## config.mk

```make
export PLATFORM = sky130hd
export DESIGN_NAME = ddr3_ring_sequencer
export DESIGN_NICKNAME = d
export VERILOG_FILES = /design/src/rtl/ddr3_ring_pkg.sv /design/src/rtl/ddr3_slot_desc_fifo.sv /design/src/rtl/ddr3_ring_sequencer.sv
export SDC_FILE = /design/constraint.sdc
export NUM_CORES = 1
export LEC_CHECK = 0
export CAP_MARGIN = 20
export CORE_UTILIZATION = 30
export CTS_BUF_LIST = sky130_fd_sc_hd__clkbuf_8
export DETAILED_ROUTE_END_ITERATION = 7
export SETUP_SLACK_MARGIN = 0.15
export SLEW_MARGIN = 20
export SYNTH_ARGS = -nofsm -noshare
export SYNTH_HDL_FRONTEND = slang
export SYNTH_SLANG_ARGS = --single-unit
```

## constraint.sdc

```tcl
create_clock -name clk -period 10.4 [get_ports clk]
set_clock_uncertainty 0.1 [all_clocks]
set_input_delay 1.04 -clock clk [delete_from_list [all_inputs] [get_ports clk]]
set_output_delay 1.04 -clock clk [all_outputs]
set_load 0.01 [all_outputs]
```

## src/rtl/ddr3_ring_pkg.sv

```systemverilog
`default_nettype none
// +----------------------------------------------------------------------------+
// | ddr3_ring_pkg : shared types and constants for the DDR3 slot ring           |
// | Rev 1.0                                                                    |
// +----------------------------------------------------------------------------+
package ddr3_ring_pkg;

  localparam int SLOT_DWORDS = 2048;
  localparam int NUM_SLOTS   = 16;
  localparam int SIZE_W      = 24;

  typedef logic [SIZE_W-1:0] size_t;

  typedef enum logic [2:0] {
    ST_IDLE    = 3'd0,
    ST_WR_REQ  = 3'd1,
    ST_WR_BUSY = 3'd2,
    ST_WR_DONE = 3'd3,
    ST_RD_REQ  = 3'd4,
    ST_RD_BUSY = 3'd5,
    ST_RD_DONE = 3'd6
  } state_t;

  typedef enum logic {
    GRANT_RD = 1'b0,
    GRANT_WR = 1'b1
  } grant_t;

endpackage
`default_nettype wire

```

## src/rtl/ddr3_slot_desc_fifo.sv

```systemverilog
`default_nettype none
// +----------------------------------------------------------------------------+
// | ddr3_slot_desc_fifo : show-ahead FIFO of recorded slot sizes                |
// | Rev 1.0                                                                    |
// +----------------------------------------------------------------------------+
module ddr3_slot_desc_fifo
  import ddr3_ring_pkg::*;
#(
  parameter int DEPTH_LOG2 = 4
) (
  input  logic                clk,
  input  logic                rst,
  input  logic                clear_i,
  input  logic                push_i,
  input  logic                pop_i,
  input  size_t               din_i,
  output size_t               head_o,
  output logic [DEPTH_LOG2:0] count_o
);

  localparam int DEPTH = 1 << DEPTH_LOG2;

  size_t                 mem_q [DEPTH];
  logic [DEPTH_LOG2-1:0] wr_ptr_q;
  logic [DEPTH_LOG2-1:0] rd_ptr_q;
  logic [DEPTH_LOG2:0]   count_q;

  always_ff @(posedge clk) begin
    if (push_i) begin
      mem_q[wr_ptr_q] <= din_i;
    end
  end

  // Push and pop together on a full FIFO replaces the oldest entry.
  always_ff @(posedge clk) begin
    if (rst || clear_i) begin
      wr_ptr_q <= '0;
      rd_ptr_q <= '0;
      count_q  <= '0;
    end else begin
      if (push_i) begin
        wr_ptr_q <= wr_ptr_q + DEPTH_LOG2'(1);
      end
      if (pop_i) begin
        rd_ptr_q <= rd_ptr_q + DEPTH_LOG2'(1);
      end
      if (push_i && !pop_i) begin
        count_q <= count_q + (DEPTH_LOG2 + 1)'(1);
      end else if (pop_i && !push_i) begin
        count_q <= count_q - (DEPTH_LOG2 + 1)'(1);
      end
    end
  end

  assign head_o  = mem_q[rd_ptr_q];
  assign count_o = count_q;

endmodule
`default_nettype wire

```

## src/rtl/ddr3_ring_sequencer.sv

```systemverilog
`default_nettype none
// +----------------------------------------------------------------------------+
// | ddr3_ring_sequencer : slot ring arbiter between ping-pong FIFOs and DDR3 IF |
// | Option DDR3_RING_OVERWRITE_EN: drop oldest slot on write when full.         |
// | Rev 1.0                                                                    |
// +----------------------------------------------------------------------------+
module ddr3_ring_sequencer
  import ddr3_ring_pkg::*;
#(
  parameter int MEM_ADDR_DEPTH   = 28,
  parameter int SLOT_DWORDS_LOG2 = 11,
  parameter int NUM_SLOTS_LOG2   = 4
) (
  input  logic                        clk,
  input  logic                        rst,
  input  logic                        i_enable,
  input  logic                        i_clear,
  input  logic [MEM_ADDR_DEPTH-3:0]   i_base_dword_addr,
  input  logic                        i_if_idle,
  input  logic                        i_ingress_rdy,
  input  logic [23:0]                 i_ingress_size,
  input  logic                        i_ingress_act,
  output logic                        o_ingress_en,
  output logic [MEM_ADDR_DEPTH-3:0]   o_ingress_dword_addr,
  output logic                        o_ingress_rdy,
  input  logic [1:0]                  i_egress_rdy,
  input  logic [23:0]                 i_egress_fifo_size,
  input  logic [1:0]                  i_egress_act,
  output logic                        o_egress_en,
  output logic [MEM_ADDR_DEPTH-3:0]   o_egress_dword_addr,
  output logic [1:0]                  o_egress_rdy,
  output logic [23:0]                 o_egress_size,
  output logic [NUM_SLOTS_LOG2:0]     o_fill_slots,
  output logic                        o_full,
  output logic                        o_empty,
  output logic                        o_err_oversize
`ifdef DDR3_RING_OVERWRITE_EN
  ,
  output logic                        o_overrun
`endif
);

  localparam int AW       = MEM_ADDR_DEPTH - 2;
  localparam int IW       = NUM_SLOTS_LOG2;
  localparam int SLOT_SZ  = 1 << SLOT_DWORDS_LOG2;
  localparam int SLOT_CNT = 1 << NUM_SLOTS_LOG2;

  state_t        state_q;
  grant_t        last_grant_q;
  logic [IW-1:0] wr_idx_q;
  logic [IW-1:0] rd_idx_q;
  size_t         wr_size_q;
  logic          ing_gate_q;
  logic          egr_gate_q;
  logic          ing_act_q;
  logic          egr_act_q;
  logic          err_q;
  logic          ovr_q;

  size_t         w_head;
  logic [IW:0]   w_count;
  logic          w_push;
  logic          w_pop;
  logic          w_clear;
  logic          w_room;
  logic          w_size_legal;
  logic          w_wr_ok;
  logic          w_rd_ok;
  logic          w_grant_wr;
  logic          w_grant_rd;
  logic [AW-1:0] w_wr_addr;
  logic [AW-1:0] w_rd_addr;

  ddr3_slot_desc_fifo #(
    .DEPTH_LOG2 (NUM_SLOTS_LOG2)
  ) u_desc_fifo (
    .clk     (clk),
    .rst     (rst),
    .clear_i (w_clear),
    .push_i  (w_push),
    .pop_i   (w_pop),
    .din_i   (wr_size_q),
    .head_o  (w_head),
    .count_o (w_count)
  );

  assign o_fill_slots   = w_count;
  assign o_full         = (w_count == (IW + 1)'(SLOT_CNT));
  assign o_empty        = (w_count == '0);
  assign o_err_oversize = err_q;
  assign o_ingress_rdy  = ing_gate_q & i_ingress_rdy;
  assign o_egress_rdy   = {2{egr_gate_q}} & i_egress_rdy;

  assign w_wr_addr = i_base_dword_addr + (AW'(wr_idx_q) << SLOT_DWORDS_LOG2);
  assign w_rd_addr = i_base_dword_addr + (AW'(rd_idx_q) << SLOT_DWORDS_LOG2);

`ifdef DDR3_RING_OVERWRITE_EN
  assign w_room    = 1'b1;
  assign w_pop     = i_if_idle && ((state_q == ST_RD_DONE) || (state_q == ST_WR_DONE && o_full));
  assign o_overrun = ovr_q;
`else
  assign w_room    = !o_full;
  assign w_pop     = i_if_idle && (state_q == ST_RD_DONE);
`endif

  assign w_push       = i_if_idle && (state_q == ST_WR_DONE);
  assign w_clear      = i_clear && (state_q == ST_IDLE);
  assign w_size_legal = (i_ingress_size != '0) && (i_ingress_size <= size_t'(SLOT_SZ));
  assign w_wr_ok      = i_enable && i_ingress_rdy && w_room && i_if_idle && w_size_legal;
  assign w_rd_ok      = i_enable && (|i_egress_rdy) && !o_empty && i_if_idle &&
                        (i_egress_fifo_size >= w_head);
  // On a tie the side not served last wins.
  assign w_grant_wr   = w_wr_ok && (!w_rd_ok || (last_grant_q == GRANT_RD));
  assign w_grant_rd   = w_rd_ok && !w_grant_wr;

  always_ff @(posedge clk) begin
    if (rst) begin
      state_q              <= ST_IDLE;
      last_grant_q         <= GRANT_RD;
      wr_idx_q             <= '0;
      rd_idx_q             <= '0;
      wr_size_q            <= '0;
      ing_gate_q           <= 1'b0;
      egr_gate_q           <= 1'b0;
      ing_act_q            <= 1'b0;
      egr_act_q            <= 1'b0;
      err_q                <= 1'b0;
      ovr_q                <= 1'b0;
      o_ingress_en         <= 1'b0;
      o_egress_en          <= 1'b0;
      o_ingress_dword_addr <= '0;
      o_egress_dword_addr  <= '0;
      o_egress_size        <= '0;
    end else begin
      ing_act_q <= i_ingress_act;
      egr_act_q <= |i_egress_act;
      case (state_q)
        ST_IDLE: begin
          if (i_clear) begin
            wr_idx_q <= '0;
            rd_idx_q <= '0;
            err_q    <= 1'b0;
            ovr_q    <= 1'b0;
          end else begin
            if (i_ingress_rdy && !w_size_legal) begin
              err_q <= 1'b1;
            end
            if (w_grant_wr) begin
              o_ingress_en         <= 1'b1;
              ing_gate_q           <= 1'b1;
              o_ingress_dword_addr <= w_wr_addr;
              state_q              <= ST_WR_REQ;
            end else if (w_grant_rd) begin
              o_egress_en         <= 1'b1;
              egr_gate_q          <= 1'b1;
              o_egress_dword_addr <= w_rd_addr;
              o_egress_size       <= w_head;
              state_q             <= ST_RD_REQ;
            end
          end
        end
        ST_WR_REQ: begin
          if (i_ingress_act && !ing_act_q) begin
            wr_size_q    <= i_ingress_size;
            o_ingress_en <= 1'b0;
            ing_gate_q   <= 1'b0;
            state_q      <= ST_WR_BUSY;
          end
        end
        ST_WR_BUSY: begin
          if (!i_ingress_act) begin
            state_q <= ST_WR_DONE;
          end
        end
        ST_WR_DONE: begin
          if (i_if_idle) begin
            wr_idx_q     <= wr_idx_q + IW'(1);
            last_grant_q <= GRANT_WR;
`ifdef DDR3_RING_OVERWRITE_EN
            if (o_full) begin
              rd_idx_q <= rd_idx_q + IW'(1);
              ovr_q    <= 1'b1;
            end
`endif
            state_q      <= ST_IDLE;
          end
        end
        ST_RD_REQ: begin
          if ((|i_egress_act) && !egr_act_q) begin
            o_egress_en <= 1'b0;
            egr_gate_q  <= 1'b0;
            state_q     <= ST_RD_BUSY;
          end
        end
        ST_RD_BUSY: begin
          if (i_egress_act == 2'b00) begin
            state_q <= ST_RD_DONE;
          end
        end
        ST_RD_DONE: begin
          if (i_if_idle) begin
            rd_idx_q     <= rd_idx_q + IW'(1);
            last_grant_q <= GRANT_RD;
            state_q      <= ST_IDLE;
          end
        end
        default: state_q <= ST_IDLE;
      endcase
    end
  end

endmodule
`default_nettype wire
```

# Word level (Yosys, flattened, before mapping)
# Memories as Yosys holds them, arrays and structs flattened. A register that Yosys moved wholly into a read port is not among the register bits.
# Cells that the tools add are included.
# word_totals
out_inout_bits	89
mem_bits_rw	384
mem_count	1
mem_bits_ro	0
ff_bits	130
input_bits	85
latchBits	0
# mem_list
name	words	word_bits	read_ports	rd_clocked_by_memory_dff	write_ports	line_no	source
u_desc_fifo.mem_q	16	24	1	1	1	ddr3_slot_desc_fifo.sv:23	size_t mem_q [DEPTH];
# op_classes
n_mul	0
addsub	8
n_bitwise	5
shifts	0
eq_ne	20
n_div	0
n_mux	34
n_reduce_logical	54
n_lt_le_gt_ge	2
# ops
cell	count
26-bit by 15-bit adder with 26-bit output	2
24-bit >= comparator	1
24-bit by 12-bit <= comparator with 1-bit output (second input constant)	1
3-bit 2-to-1 mux	8
24-bit nonzero test	1
2-bit != test (second input constant)	11
4-bit 2-to-1 mux	5
1-bit logical AND	19
3-bit case mux with 6 select lines	1
4-bit by 1-bit adder with 4-bit output (second input constant)	4
4-bit case mux with 2 select lines	2
2-bit nonzero test	7
1-bit 2-to-1 mux	13
3-bit AND reduction	4
5-bit 2-to-1 mux	2
3-bit == test (second input constant)	3
1-bit zero test	9
4-bit AND reduction	2
7-bit AND reduction	1
3-bit by 2-bit == test with 1-bit output (second input constant)	2
1-bit case mux with 2 select lines	3
2-bit OR reduction	3
5-bit by 1-bit adder with 5-bit output (second input constant)	1
5-bit == test (second input constant)	1
other kinds (13)	17

# Depth between registers and ports, before layout
# Gate-level depths: netlist of the first run.
# depth
depth_word	14
mapped_depth	15

# Cells and area by module
# From an unflattened synthesis of the first run, not the netlist that was laid out.
# unflattened
cells_unflattened	1430
area_unflattened_um2	21443.1
# modules_own_cells
mod	instances	cells_per_inst	area_per_inst_um2	seq_area_each_um2
ddr3_slot_desc_fifo	1	694	15263.4	11871.4
ddr3_ring_sequencer	1	736	6179.7	2342.2

# Least setup slack after synthesis of the first run
# No wires, ideal clock.
# synth_path
path_kind	input to register
start	input port i_if_idle
end	memory u_desc_fifo.mem_q[0][0] in the netlist's numbering, enable pin
setup_slack_ns	6.143
required_time_ns	9.865
arrival_time_ns	3.722
stages	5
cell_sequence	nand2_1 nor3b_1 clkbuf_1 nand2_1 nor3_1
# synth_via
elab_chain_len	3
# synth_rtl
item	line_no	source
start, declared	ddr3_ring_sequencer.sv:19	input logic i_if_idle,
1-bit logical AND	ddr3_ring_sequencer.sv:106	assign w_push = i_if_idle && (state_q == ST_WR_DONE);
named net u_desc_fifo.push_i	ddr3_slot_desc_fifo.sv:14	input logic push_i,
1-bit 2-to-1 mux	ddr3_slot_desc_fifo.sv:29	if (push_i) begin
1-bit 2-to-1 mux (implied by the code)	ddr3_slot_desc_fifo.sv:30	mem_q[wr_ptr_q] <= din_i;
end, declared	ddr3_slot_desc_fifo.sv:23	
# The timed path passes the listed nets, and every way through them passes these cells.

==> metrics.md, run 1 <==
| Metric | Value |
|---|---|
| Nets@finish | 1699 |
| Number of distinct standard cells referenced by the synthesized netlist | 60 |
| Hold Worst Slack | 0.372 ns |
| Total design power | ~4.0 mW |
| Number of placed instances with taps included | 2418 |
| Die Y-Extent | 268 microns |
| Max-cap violations | 0 |
| Post-Synthesis Cell Area | 21200 sq um |
| Worst supply voltage drop on vdd | 0.0779 mV |
| Setup Buffers After CTS | 0 |
| Count of flip-flops with a built-in enable after synthesis | 384 |
| Slew at the pin closest to its max-slew limit | 1.12 ns |
| DRC viols | 0 |
| DP Worst Slack | a little under 5 ns |
| Horizontal extent of the die | around 270 microns |
| First-pass GRT wire length | roughly 84 mm |
| Startpoint kind of the worst setup timing path | flip-flop |
| Maximum root-to-sink buffer count | 3 |
| Element type at the critical path end | flip-flop |
| FFs w/ async S/R, synth | 0% |
| Synthesis-to-layout area growth | 21.1% |
| Effective utilization at floorplan | 30.3% |
| Largest family of logic cells by synthesized area | multiplexers |
| Final cell area excluding filler cells | 25700 sq um |
| Final cell count without fillers | 2577 |
| Instance area at placement | 24000 sq um |
| Io pins | 174 |
| TritonCTS clock tree | yes |
| Setup repair after global routing missed its margin | false |
| Number of hold-slack violations in the final timing report | 0 |
| Fraction of the mapped netlist area in simple logic gates | 6.30% |
| Final routed wire length divided by cell count | 22.2 microns |
| Worst min-delay path startpoint | o_err_oversize |
| Average cell area after synthesis | 15.6 sq um |
| Maximum fanout count along the critical path | 42 |
| Class of the worst hold path | reg -> reg |
| Combinational fraction of design power | 2.1% |
| Portion of total power attributed to the clock network | 43.1% |
| Max transition margin | 25.3% |
| Detailed placement HPWL | 35.4 mm |
| Overflow left after global routing | 0 |
| Run status | finished clean |
| CTS Sinks | 518 |
| Vias | 12800 |
| Yosys warning total | 0 |
| Post-layout min period | approximately 5.5 ns |
| Seq cells post-synth | between 500 and 600 |
| Sequential share of the synthesized area | 66.9% |
| Fmax | 0.183 GHz |
| Clock root buffer | sky130_fd_sc_hd__clkbuf_8 |
| Total clock buffers created by CTS | 88 |
| Min setup slack post-route | 4.93 ns |
| Leakage power total | 7.71 nW |
| Internal power component | between 3 and 4 mW |
| Htree depth | 3 |
| Critical Path AT | 5.95 ns |
| Clock latency on the worst-skew pair | about 0.65 ns |
| Final total negative setup slack | 0 ns |
| Avg Vias per Cell | 4.98 |
| Placement Rows | just under 100 |
| Multiplexer fraction of the synthesized cell area | 12.9% |
| Number of global-route vias before repair | roughly 13000 |
| Post-layout util | 36.7% |
| Final-report max-slew violation count | 0 |
| Post-detailed-route count of antenna-violating nets | 0 |
| Switching pwr | 0.843 mW |
| Initial antenna violation count | 4 |
| Fraction of layout instances using a drive strength above 1 | between 15 and 20% |
| Proportion of power drawn by flip-flops and latches | a little over half |
| Gate Count Post-Synth | ~1400 |
| Iteration-0 DRC Markers | around 1200 |
| First-pass DRT Iterations | 5 |
| Sw Share | between 20% and 30% |
| Hold buffers post-CTS | 0 |
| Core region area | between 70000 and 80000 sq um |
| Overall routed net length | 57.3 mm |
| Number of nets in the synthesized netlist | 1492 |
| Final setup violation count | 0 |
| Aggregate global-route resource usage | 15.9% |
| Power density relative to cell area | 155 nW/um^2 |
| Predominant post-synthesis flop cell | sky130_fd_sc_hd__edfxtp_1 |
| Global placement routability congestion | between 0.8 and 0.9 |
| XOR/XNOR share of the synthesized area | 1.61% |
| Die area | 71900 sq um |
| Pin count of the biggest net entering global routing | 94 |
| Count of input and output buffers | 173 |
| Ratio of final minimum period to clock period | 52.6% |
| Cts repair resizes | 0 |
| Crit path required time | approximately 11 ns |
| Critical setup path kind | reg -> reg |
| Post-synthesis compound-gate area fraction | 6.86% |
| Post-Synth Adder-Cell Area | 2.82% |
| Clock-pin slew of the registers on the worst-case setup and hold paths | 0.06 ns |
## layout make-up
class	instances	area, sq um
antenna	2	5.00
clock buffer	100	1380
clock inverter	57	290
fill	6592	44300
inverter	38	143
multi-input combinational	721	6570
sequential	518	14200
tap	940	1180
timing repair buffer	201	1940
## logic make-up (layout without fill, tap and decap cells)
logic type      after synthesis  count (layout)
simple gates                264             264
compound gates              248             248
xor+xnor                     39              39
buf+inv                     122             396
flops                       518             518
other cells                   0               2
fa+ha+maj                    46              46
mux                         124             124
## flip-flops by register name, indices dropped and copies added, names as in the netlist, named ones only
register              flops
u_desc_fifo.mem_q       384
o_egress_dword_addr      26
o_ingress_dword_addr     26
o_egress_size            24
wr_size_q                24
u_desc_fifo.count_o       5
rd_idx_q                  4
u_desc_fifo.rd_ptr_q      4
u_desc_fifo.wr_ptr_q      4
wr_idx_q                  4
state_q                   3
egr_act_q                 1
egr_gate_q                1
ing_act_q                 1
ing_gate_q                1
last_grant_q              1
o_err_oversize            1
## layer usage
layer  up-vias  part of all wire (%)  GRT usage (%)
li1       5698                     -              -
met1      6559                    43           21.1
met2       482                    47           25.5
met3        87                   8.0           4.16
met4         4                   2.3           4.96
met5         -                 0.054              0
## worst paths after layout
kind / end / slack [ns] / cells past startpoint
worst min register to register: o_err_oversize / 0.37 / 2
worst max register to register: o_egress_dword_addr[12] / 4.93 / 12
worst max-delay path: o_egress_dword_addr[12] / 4.93 / 12
worst min-delay path: o_err_oversize / 0.37 / 2
## power groups by stage
stage | clock, mW | sequential [mW] | combinational [mW]
floorplan | 0 | 2.23 | 0.0301
global placement | 0 | 2.23 | 0.0837
detailed placement | 0 | 2.23 | 0.0843
CTS | 1.77 | 2.19 | 0.0848
global route | 1.85 | 2.19 | 0.0902
finish | 1.72 | 2.19 | 0.0846
## synth_stat cells (9+ instances only)
library cell,instances,area (sq um)
sky130_fd_sc_hd__a211oi_1,14,105
sky130_fd_sc_hd__nand4_1,10,62.6
sky130_fd_sc_hd__clkbuf_1,42,158
sky130_fd_sc_hd__a21oi_1,126,631
sky130_fd_sc_hd__dfxtp_1,134,2680
sky130_fd_sc_hd__buf_1,12,45.0
sky130_fd_sc_hd__inv_1,38,143
sky130_fd_sc_hd__o21ai_0,57,285
sky130_fd_sc_hd__xnor2_1,27,236
sky130_fd_sc_hd__nand3_1,63,315
sky130_fd_sc_hd__a211oi_2,9,113
sky130_fd_sc_hd__nor2_1,46,173
sky130_fd_sc_hd__nand2_1,79,297
sky130_fd_sc_hd__xor2_1,12,105
sky130_fd_sc_hd__ha_1,43,538
sky130_fd_sc_hd__mux4_2,120,2700
sky130_fd_sc_hd__nor3_1,15,75.1
sky130_fd_sc_hd__edfxtp_1,384,11500
sky130_fd_sc_hd__o21ai_1,12,60.1
sky130_fd_sc_hd__buf_2,18,90.1
## cell usage in the layout, fill, tap and decap left out, drive strengths merged, types with 12 or more instances in the layout
cell / netlist / routed
clkbuf: 44 / 100
clkinv: 0 / 17
a211oi: 23 / 23
a21oi: 130 / 130
edfxtp: 384 / 384
nand2: 79 / 79
inv: 38 / 74
nor2: 48 / 48
nand3: 63 / 63
nor4: 12 / 12
xor2: 12 / 12
o21ai: 70 / 70
dfxtp: 134 / 134
clkdlybuf4s50: 0 / 172
ha: 43 / 43
nor3: 16 / 16
mux4: 120 / 120
xnor2: 27 / 27
buf: 40 / 29
## worst max-delay path, stage by stage, from the launching register on
cell and delay [ns]:
sky130_fd_sc_hd__dfxtp_4 0.65, sky130_fd_sc_hd__buf_4 0.77, sky130_fd_sc_hd__mux4_2 0.61, sky130_fd_sc_hd__mux4_2 0.54, sky130_fd_sc_hd__inv_1 0.13, sky130_fd_sc_hd__ha_1 0.28, sky130_fd_sc_hd__nand4_1 0.28, sky130_fd_sc_hd__nor3_1 0.11
sky130_fd_sc_hd__a221o_1 0.43, sky130_fd_sc_hd__a211oi_4 0.57, sky130_fd_sc_hd__buf_4 0.40, sky130_fd_sc_hd__nor2_2 0.20, sky130_fd_sc_hd__a211oi_1 0.26
Power figures use the tool's default switching activity.
==> run 2, diff against run 1 <==
Clock period 10.4 ns to 4.9 ns, I/O delays scaled along.
==> metrics.md, run 2 (synthesis results as in run 1) <==
| Metric | Value |
|---|---|
| TritonCTS clock tree | yes |
| Global placement routability congestion | 0.875 (-2.4%) |
| Power density relative to cell area | 333 nW/um^2 (+110%) |
| Slew at the pin closest to its max-slew limit | 1.04 ns (-0.0826 ns) |
| Die Y-Extent | 268 microns (unchanged) |
| Initial antenna violation count | 5 (+1) |
| Detailed placement HPWL | 38.1 mm (+7.6%) |
| Critical Path AT | 4.94 ns (-1.01 ns) |
| Final total negative setup slack | 0 ns (unchanged) |
| Register with the highest flop count | u_desc_fifo.mem_q |
| Clock root buffer | sky130_fd_sc_hd__clkbuf_8 |
| Maximum fanout count along the critical path | 19 (-55%) |
| Final cell count without fillers | 2594 (+0.66%) |
| First-pass DRT Iterations | 5 (unchanged) |
| Final setup violation count | 0 (unchanged) |
| Pin count of the biggest net entering global routing | 61 (-35%) |
| Combinational fraction of design power | 2.1% (about the same) |
| Count of input and output buffers | 173 (unchanged) |
| Post-detailed-route count of antenna-violating nets | 0 (unchanged) |
| Clock-pin slew of the registers on the worst-case setup and hold paths | 0.06 ns (about the same) |
| Number of fillers in the final layout | 6562 (-0.46%) |
| Total clock buffers created by CTS | 85 (-3.4%) |
| Leakage power total | 7.82 nW (+1.3%) |
| Post-layout min period | 4.48 ns (-0.990 ns) |
| Worst supply voltage drop on vdd | 0.206 mV (+160%) |
| Iteration-0 DRC Markers | 1380 (+12%) |
| Crit path required time | 5.36 ns (-5.51 ns) |
| DRC viols | 0 (unchanged) |
| Die area | 71900 sq um (unchanged) |
| Startpoint kind of the worst setup timing path | flip-flop |
| Core region area | 70000 sq um (unchanged) |
| Switching pwr | 1.82 mW (+120%) |
| Registers with the most flip-flops | u_desc_fifo.mem_q (384), o_egress_dword_addr (26), o_ingress_dword_addr (26) |
| Nets@finish | 1711 (+0.71%) |
| Fmax | 0.223 GHz (+22%) |
| Run status | finished clean |
| Internal power component | 6.83 mW (+120%) |
| First-pass GRT wire length | 85.7 mm (+2.6%) |
| Maximum root-to-sink buffer count | 3 (unchanged) |
| Final routed wire length divided by cell count | 22.6 microns (+1.4%) |
| Sw Share | 21.0% (-0.081 points) |
| Proportion of power drawn by flip-flops and latches | 53.8% (-1.0 points) |
| Avg Vias per Cell | 5.01 (+0.64%) |
| Aggregate global-route resource usage | 16.3% (+0.34 points) |
| Clock latency on the worst-skew pair | 0.66 ns (about the same) |
| Hold buffers post-CTS | 0 (unchanged) |
| CTS Sinks | 518 (unchanged) |
| Critical setup path kind | reg -> reg |
| Htree depth | 3 (unchanged) |
| Element type at the critical path end | flip-flop |
| Ratio of final minimum period to clock period | 91.5% (+39 points) |
| Class of the worst hold path | in -> reg |
| Setup Buffers After CTS | 0 (unchanged) |
| Max transition margin | 30.8% (+5.5 points) |
| Effective utilization at floorplan | 30.3% (unchanged) |
| Final-report max-slew violation count | 0 (unchanged) |
| Number of global-route vias before repair | 13100 (+0.22%) |
| Vias | 13000 (+1.3%) |
| Io pins | 174 (unchanged) |
| Overflow left after global routing | 0 (unchanged) |
| Synthesis-to-layout area growth | 22.3% |
| Number of placed instances with taps included | 2433 (+0.62%) |
| Setup repair after global routing missed its margin | false |
| Portion of total power attributed to the clock network | 44.1% (+1.0 points) |
| Overall routed net length | 58.5 mm (+2.1%) |
| Placement Rows | 97 (unchanged) |
| Number of flip-flops under the largest register name | 384 (unchanged) |
| Fraction of layout instances using a drive strength above 1 | 20.4% (+1.1 points) |
| Number of hold-slack violations in the final timing report | 0 (unchanged) |
| Most common cell after layout, fill and taps aside | sky130_fd_sc_hd__edfxtp_1 |
| Max-cap violations | 0 (unchanged) |
| Most used cells in the layout excluding fill and tap cells | sky130_fd_sc_hd__edfxtp_1 (384), sky130_fd_sc_hd__clkdlybuf4s50_1 (172), sky130_fd_sc_hd__dfxtp_1 (131) |
| Horizontal extent of the die | 268 microns (unchanged) |
run 2: cell types whose count changed in the layout (fill, tap and decap cells not counted), moves of 3 or more:
| cell | change |
|---|---|
| sky130_fd_sc_hd__clkinv_2 | +7 |
| sky130_fd_sc_hd__bufinv_16 | +3 |
| sky130_fd_sc_hd__clkbuf_8 | -3 |
| sky130_fd_sc_hd__buf_12 | +5 |
| sky130_fd_sc_hd__inv_1 | -11 |
| sky130_fd_sc_hd__buf_4 | +10 |
| sky130_fd_sc_hd__clkinv_1 | +4 |
run 2: area by class of cell:
class                      instances  area, sq um  share of cell area, %
antenna                            3         7.51                 0.0289
clock buffer                      97         1340                   5.14
clock inverter                    61          412                   1.59
inverter                          38          143                  0.549
multi-input combinational        721         6560                   25.3
sequential                       518        14200                   54.8
tap                              940         1180                   4.53
timing repair buffer             216         2110                   8.14
run 2: final timing paths:
check	start	end	slack, ns	depth (start not counted)
max	flip-flop	o_ingress_dword_addr[19]	0.42	11
min	rst	ing_act_q	0.28	2
max reg2reg	flip-flop	o_ingress_dword_addr[19]	0.42	11
min reg2reg	o_egress_size[2]	o_egress_size[2]	0.37	2
run 2: metrics by stage:
step	setup WS [ns]	power (mW)	instance area, sq um	utilization, %	hold WS [ns]
after floorplan	1.10	4.81	21200	-	0.352
after global placement	0.371	4.92	24200	34.6	0.352
after detailed placement	0.260	4.92	24200	34.6	0.368
after CTS	0.232	8.73	26000	37.1	0.236
after global routing	0.216	8.94	26000	37.1	0.274
final	0.416	8.64	26000	37.1	0.279
run 2: power groups by stage:
stage	registers, mW	clock network (mW)	logic, mW
6_report	4.65	3.81	0.184
5_1_grt	4.65	4.10	0.195
4_1_cts	4.65	3.89	0.183
3_5_place_dp	4.74	0	0.182
3_3_place_gp	4.74	0	0.181
2_1_floorplan	4.74	0	0.0639
run 2: timing repair:
action                                  CTS  global route
endpoints found under the setup margin    0             3
endpoints found under the hold margin     0             0
resized for setup                         0             1
run 2: metal layers:
layer  track usage (%)  share of wire (%)
met1              21.9                 44
met2              25.9                 46
met3              4.00                7.7
met4              4.93                2.2
met5                 0              0.068
run 2: worst max-delay path, cell delays in order, from the launching register on:
cell and delay (ns):
sky130_fd_sc_hd__dfxtp_4 0.38, sky130_fd_sc_hd__buf_12 0.21, sky130_fd_sc_hd__buf_12 0.19, sky130_fd_sc_hd__mux4_2 0.51
sky130_fd_sc_hd__mux4_2 0.55, sky130_fd_sc_hd__inv_1 0.09, sky130_fd_sc_hd__ha_1 0.12, sky130_fd_sc_hd__nand4_1 0.29
sky130_fd_sc_hd__nor4_4 0.59, sky130_fd_sc_hd__a311o_1 0.87, sky130_fd_sc_hd__nor2_4 0.18, sky130_fd_sc_hd__a211oi_1 0.26
